## src/rtl/branch_predictor.sv

```systemverilog
// branch_predictor: BHT-based next-PC predictor for a fetch stage.
// A request is captured in IDLE, looked up and decoded in LOOKUP, and
// presented with a one-cycle pred_valid pulse in RESP. Commit-time
// updates train a table of 2-bit saturating counters in any state.
//
// state  | meaning
// -------+--------------------------------------------------------------
// IDLE   | ready for a request; req_valid captures pc/ins
// LOOKUP | BHT read + opcode decode, prediction registered
// RESP   | pred_valid high for this single cycle, then back to IDLE
module branch_predictor #(
   parameter int BHT_INDEX_BITS = 8
) (
   input  logic        clk,
   input  logic        rst,
   input  logic        rdy,
   input  logic        req_valid,
   input  logic [31:0] req_pc,
   input  logic [31:0] req_ins,
   output logic        req_ready,
   output logic        pred_valid,
   output logic [31:0] pred_pc,
   output logic        pred_jump,
   input  logic        upd_valid,
   input  logic [31:0] upd_pc,
   input  logic        upd_taken
);

   localparam int         BHT_ENTRIES = 1 << BHT_INDEX_BITS;
   localparam logic [6:0] OP_JAL      = 7'b1101111;
   localparam logic [6:0] OP_BRANCH   = 7'b1100011;
   localparam logic [1:0] CTR_RESET   = 2'b01;

   typedef enum logic [1:0] {
      ST_IDLE   = 2'd0,
      ST_LOOKUP = 2'd1,
      ST_RESP   = 2'd2
   } state_t;

   state_t                    state;
   state_t                    state_nxt;

   logic [31:0]               cap_pc;
   logic [31:0]               cap_ins;

   logic [1:0]                bht [BHT_ENTRIES];
   logic [BHT_INDEX_BITS-1:0] lk_idx;
   logic [BHT_INDEX_BITS-1:0] upd_idx;
   logic [1:0]                lk_ctr;
   logic [1:0]                upd_ctr;
   logic [1:0]                upd_ctr_nxt;

   logic [31:0]               j_imm;
   logic [31:0]               b_imm;
   logic [31:0]               pc_seq;
   logic [31:0]               pc_nxt;
   logic                      jump_nxt;

   logic                      unused_upd_pc;

   assign lk_idx  = cap_pc[BHT_INDEX_BITS+1:2];
   assign upd_idx = upd_pc[BHT_INDEX_BITS+1:2];
   assign lk_ctr  = bht[lk_idx];
   assign upd_ctr = bht[upd_idx];

   // only the index field of the commit address selects a counter
   assign unused_upd_pc = ^{upd_pc[31:BHT_INDEX_BITS+2], upd_pc[1:0]};

   assign req_ready  = (state == ST_IDLE);
   assign pred_valid = (state == ST_RESP);

   // state register; rdy low freezes the sequence
   always_ff @(posedge clk or negedge rst) begin
      if (!rst) begin
         state <= ST_IDLE;
      end else if (rdy) begin
         state <= state_nxt;
      end
   end

   // next-state logic; req_valid only matters in IDLE
   always_comb begin
      state_nxt = state;
      case (state)
         ST_IDLE:   if (req_valid) state_nxt = ST_LOOKUP;
         ST_LOOKUP: state_nxt = ST_RESP;
         ST_RESP:   state_nxt = ST_IDLE;
         default:   state_nxt = ST_IDLE;
      endcase
   end

   // capture the request when it is accepted
   always_ff @(posedge clk or negedge rst) begin
      if (!rst) begin
         cap_pc  <= '0;
         cap_ins <= '0;
      end else if (rdy && (state == ST_IDLE) && req_valid) begin
         cap_pc  <= req_pc;
         cap_ins <= req_ins;
      end
   end

   // immediate extraction and next-PC selection for the captured word
   always_comb begin
      j_imm    = {{11{cap_ins[31]}}, cap_ins[31], cap_ins[19:12],
                  cap_ins[20], cap_ins[30:21], 1'b0};
      b_imm    = {{19{cap_ins[31]}}, cap_ins[31], cap_ins[7],
                  cap_ins[30:25], cap_ins[11:8], 1'b0};
      pc_seq   = cap_pc + 32'd4;
      pc_nxt   = pc_seq;
      jump_nxt = 1'b0;
      case (cap_ins[6:0])
         OP_JAL: begin
            pc_nxt   = cap_pc + j_imm;
            jump_nxt = 1'b1;
         end
         OP_BRANCH: begin
            if (lk_ctr[1]) begin
               pc_nxt   = cap_pc + b_imm;
               jump_nxt = 1'b1;
            end
         end
         default: begin
            pc_nxt   = pc_seq;
            jump_nxt = 1'b0;
         end
      endcase
   end

   // prediction registers load in LOOKUP and hold everywhere else
   always_ff @(posedge clk or negedge rst) begin
      if (!rst) begin
         pred_pc   <= '0;
         pred_jump <= 1'b0;
      end else if (rdy && (state == ST_LOOKUP)) begin
         pred_pc   <= pc_nxt;
         pred_jump <= jump_nxt;
      end
   end

   // saturating step of the counter addressed by the commit
   always_comb begin
      upd_ctr_nxt = upd_ctr;
      if (upd_taken) begin
         if (upd_ctr != 2'b11) upd_ctr_nxt = upd_ctr + 2'd1;
      end else begin
         if (upd_ctr != 2'b00) upd_ctr_nxt = upd_ctr - 2'd1;
      end
   end

   // BHT write port; a same-cycle lookup already sampled the old value
   always_ff @(posedge clk or negedge rst) begin
      if (!rst) begin
         for (int i = 0; i < BHT_ENTRIES; i++) begin
            bht[i] <= CTR_RESET;
         end
      end else if (rdy && upd_valid) begin
         bht[upd_idx] <= upd_ctr_nxt;
      end
   end

endmodule

```

## config.mk

```make
export PLATFORM = sky130hd
export DESIGN_NAME = branch_predictor
export DESIGN_NICKNAME = d
export VERILOG_FILES = /design/src/rtl/branch_predictor.sv
export SDC_FILE = /design/constraint.sdc
export NUM_CORES = 2
export LEC_CHECK = 0
export BUFFER_PORTS_ARGS = -buffer_cell sky130_fd_sc_hd__buf_4
export CAP_MARGIN = 20
export CORE_ASPECT_RATIO = 2
export CORE_MARGIN = 8
export CORE_UTILIZATION = 58
export DETAILED_ROUTE_END_ITERATION = 10
export PLACE_DENSITY_LB_ADDON = 0.12
export SKIP_LAST_GASP = 1
export SLEW_MARGIN = 20
export SYNTH_ARGS = -nofsm -noshare
export SYNTH_HDL_FRONTEND = slang
export SYNTH_SLANG_ARGS = --single-unit
```

## constraint.sdc

```tcl
create_clock -name clk -period 5.15 [get_ports clk]
set_clock_uncertainty 0.1 [all_clocks]
set_input_delay 0 -clock clk [delete_from_list [all_inputs] [get_ports clk]]
set_output_delay 0 -clock clk [all_outputs]
set_load 0.01 [all_outputs]
```

==> impl_metrics.py <==
metrics = {
    "clocking": {
        "postCtsHoldBufs": 72,
        "path_clk_slew_ns": 0.07,
        "htree_levels": 2,
        "clkSinkCount": 611,
        "cts_root_buf": "clkbuf_16",
        "clk_latency_ns": 0.63,
        "post_cts_resized": 0,
        "cts_tree": "built",
        "post_cts_buffers": 0,
        "numCtsBuffers": 56,
        "ctsLongestPathBuffers": 3,
    },
    "routing": {
        "drc": 0,
        "drtPass1Iterations": 8,
        "wl_per_cell_microns": 25.2,
        "first_iter_violations": 2118,
        "viasPerCell": 6.37,
        "antenna_left": 0,
        "drt-total-wl_mm": 98.3,
        "vias": 24800,
    },
    "worst_hold_path": {
        "hold_class": "input port to asynchronous set/reset pin",
    },
    "logic_synthesis": {
        "synth_area_per_cell_sq_um": 11.3,
        "syn-cell-area_sq_mm": 0.0336,
        "netlist_instances": 2970,
        "yosys_most_used_dff": "dfrtp_1",
        "synth_nets": 3118,
        "async_flop_share": 1.00,
        "synth_edf_count": 0,
        "ys_ff_latch": 611,
        "ys_types": 67,
        "ys_seq_area_frac": 0.465,
        "synth_warnings": 0,
    },
    "sta": {
        "final_max_slew_viol_count": 0,
        "setup-violations-final": 0,
        "hold_ws_ns": -0.0398,
        "min_period_ns": 4.42,
        "rsz0062_at_grt": "false",
        "slew_headroom": 0.204,
        "min_period_over_period": 0.857,
        "tightest_slew_ns": 1.19,
        "fin_setup_tns_ns": 0,
        "final_hold_viol_count": 12,
        "timing.fmax_mhz": 226,
    },
    "layout": {
        "fill_cells": 4333,
        "instances_no_fill": 3900,
        "syn2layout_area_growth_pct": 12.8,
        "nets": 3238,
        "drive_above_1_share": 0.344,
    },
    "critical_path": {
        "worst-r2r-setup-slack_ns": 0.73,
        "r2r-end": "pred_pc[22]",
        "end_kind": "flip-flop",
        "path_class": "flip-flop to flip-flop",
        "worstSetupEndpoint": "pred_pc[22]",
        "r2r-start": "cap_pc[2]",
        "cp_data_required_time_ns": 5.52,
        "r2r_cells": 10,
        "crit_start": "cap_pc[2]",
        "startpoint_type": "flip-flop",
        "worstPathMaxFanout": 40,
        "crit_arrival_ns": 4.78,
    },
    "job": {
        "drv_cap": 0,
    },
    "placement": {
        "dpl.hpwl_mm": 65.1,
        "dp_cells": 3722,
        "gp_congestion": 0.922,
        "io_buffer_count": 112,
    },
    "global_route": {
        "overflow": 0,
        "grt_start_max_net_pins": 155,
        "grt_pass1_wl_mm": 153,
        "track_usage": 0.301,
        "grt_pass1_vias": 25400,
        "antenna_found_initial": 1,
    },
    "floorplan": {
        "initial_core_util": 0.582,
        "ios": 137,
        "row_count": 125,
        "dieArea_sq_mm": 0.0664,
        "die_w_microns": 186,
        "coreArea_sq_mm": 0.0577,
        "die_height_microns": 356,
    },
    "power": {
        "p_per_area_mw_per_mm2": 394,
        "power_mw": 14.9,
        "vdd_ir_drop_max_mv": 0.375,
        "leakage_nw": 15.6,
    },
    "status": {
        "violations": "negative hold slack",
        "outcome": "finished with violations",
    },
}
## through the flow
stage / hold WS, ns / cell area, sq um / setup WS, ns / util
2_1_floorplan: -0.396 / 33600 / 1.38 / -
3_3_place_gp: 0.0486 / 35200 / 0.749 / 0.609
3_5_place_dp: 0.0468 / 35200 / 0.639 / 0.609
4_1_cts: 0.00927 / 37900 / 0.771 / 0.657
5_1_grt: 0.0490 / 37900 / 0.458 / 0.657
6_report: -0.0398 / 37900 / 0.734 / 0.657
## routing by layer
metal / track usage / part of all wire
met3: 0.0481 / 0.071
met4: 0.153 / 0.057
met1: 0.407 / 0.40
met5: 0 / 0
met2: 0.466 / 0.47
## Yosys cell counts (4+ instances only)
cell	count	area, sq um
dfstp_2	256	6730
nand2_1	380	1430
nand3_1	47	235
o21ai_0	187	936
nor2b_1	21	131
o21a_1	9	67.6
mux2_2	316	3560
o22ai_1	9	56.3
mux4_2	205	4620
a21oi_1	193	966
buf_2	64	320
clkbuf_1	89	334
or2_2	5	31.3
a41oi_1	10	87.6
a21o_1	24	180
a22o_1	4	35.0
a221oi_1	7	61.3
nor3_1	25	125
nand4_1	17	106
a31oi_1	19	119
buf_1	10	37.5
nor2_1	349	1310
mux2i_1	54	541
xor2_1	32	280
dfrtp_1	355	8880
xnor2_1	34	298
o2111ai_1	4	35.0
and2_1	11	68.8
a22oi_1	30	225
nand2b_1	11	68.8
inv_1	23	86.3
buf_4	8	60.1
ha_1	44	551
buf_6	20	225
o211ai_1	11	82.6
a211oi_1	11	82.6
a211o_1	6	52.6
and3_1	17	106
o21bai_1	5	37.5
## power breakdown
| part | switching (mW) | leakage, nW | internal (mW) |
|---|---|---|---|
| Clock | 1.95 | 0.981 | 2.68 |
| Combinational | 2.64 | 7.29 | 1.93 |
| Sequential | 0.497 | 7.36 | 5.25 |
| Total | 5.09 | 15.6 | 9.85 |
## cells in the final DEF (no fill, tap or decap), drive strengths merged, types with 47 or more instances in the layout
cell,instances
a21oi,194
buf,181
clkbuf,78
dfrtp,355
dfstp,256
dlygate4sd3,72
mux2,316
mux2i,54
mux4,205
nand2,380
nand3,47
nor2,349
o21ai,188
## layout make-up
| cell class | instances | area, sq um | area share |
|---|---|---|---|
| sequential | 611 | 15600 | 0.412 |
| antenna | 1 | 2.50 | 0.0000660 |
| multi-input combinational | 2145 | 17000 | 0.448 |
| inverter | 23 | 86.3 | 0.00228 |
| tap | 762 | 953 | 0.0251 |
| clock buffer | 78 | 1600 | 0.0421 |
| timing repair buffer | 253 | 2260 | 0.0596 |
| clock inverter | 27 | 419 | 0.0111 |
## sequential cells by signal (all words and copies together) (netlist names)
signal and flops:
state 2, pred_pc 32, bht 512, cap_pc 32
pred_jump 1, cap_ins 32
## cell families (layout without fill, tap and decap cells)
| logic type | count (synthesis) | in the layout | share of synthesized area |
|---|---|---|---|
| compound gates | 561 | 561 | 0.0990 |
| xor+xnor | 66 | 66 | 0.0172 |
| fa+ha+maj | 46 | 46 | 0.0176 |
| buf+inv | 214 | 381 | 0.0317 |
| flops | 611 | 611 | 0.465 |
| mux | 575 | 575 | 0.259 |
| other cells | 0 | 1 | 0 |
| simple gates | 897 | 897 | 0.111 |
## how the worst min path moves through the flow
stage | start | to | depth (start not counted)
6_report | rst | bht[469] | 2
5_1_grt | rst | bht[495] | 2
4_1_cts | rst | bht[469] | 2
3_5_place_dp | rst | bht[469] | 1
3_3_place_gp | rst | bht[469] | 1
2_1_floorplan | rst | bht[101] | 0
## critical path: stages (launching register included)
cell,delay [ns]
dfrtp_4,1.01
buf_4,0.37
mux4_2,0.53
mux2i_1,0.37
o2bb2ai_1,0.15
o2111ai_1,0.24
o211ai_2,0.25
and2_1,0.37
a311o_1,0.37
nor3_1,0.31
o21ai_0,0.14
(Power assumes the default switching activity.)
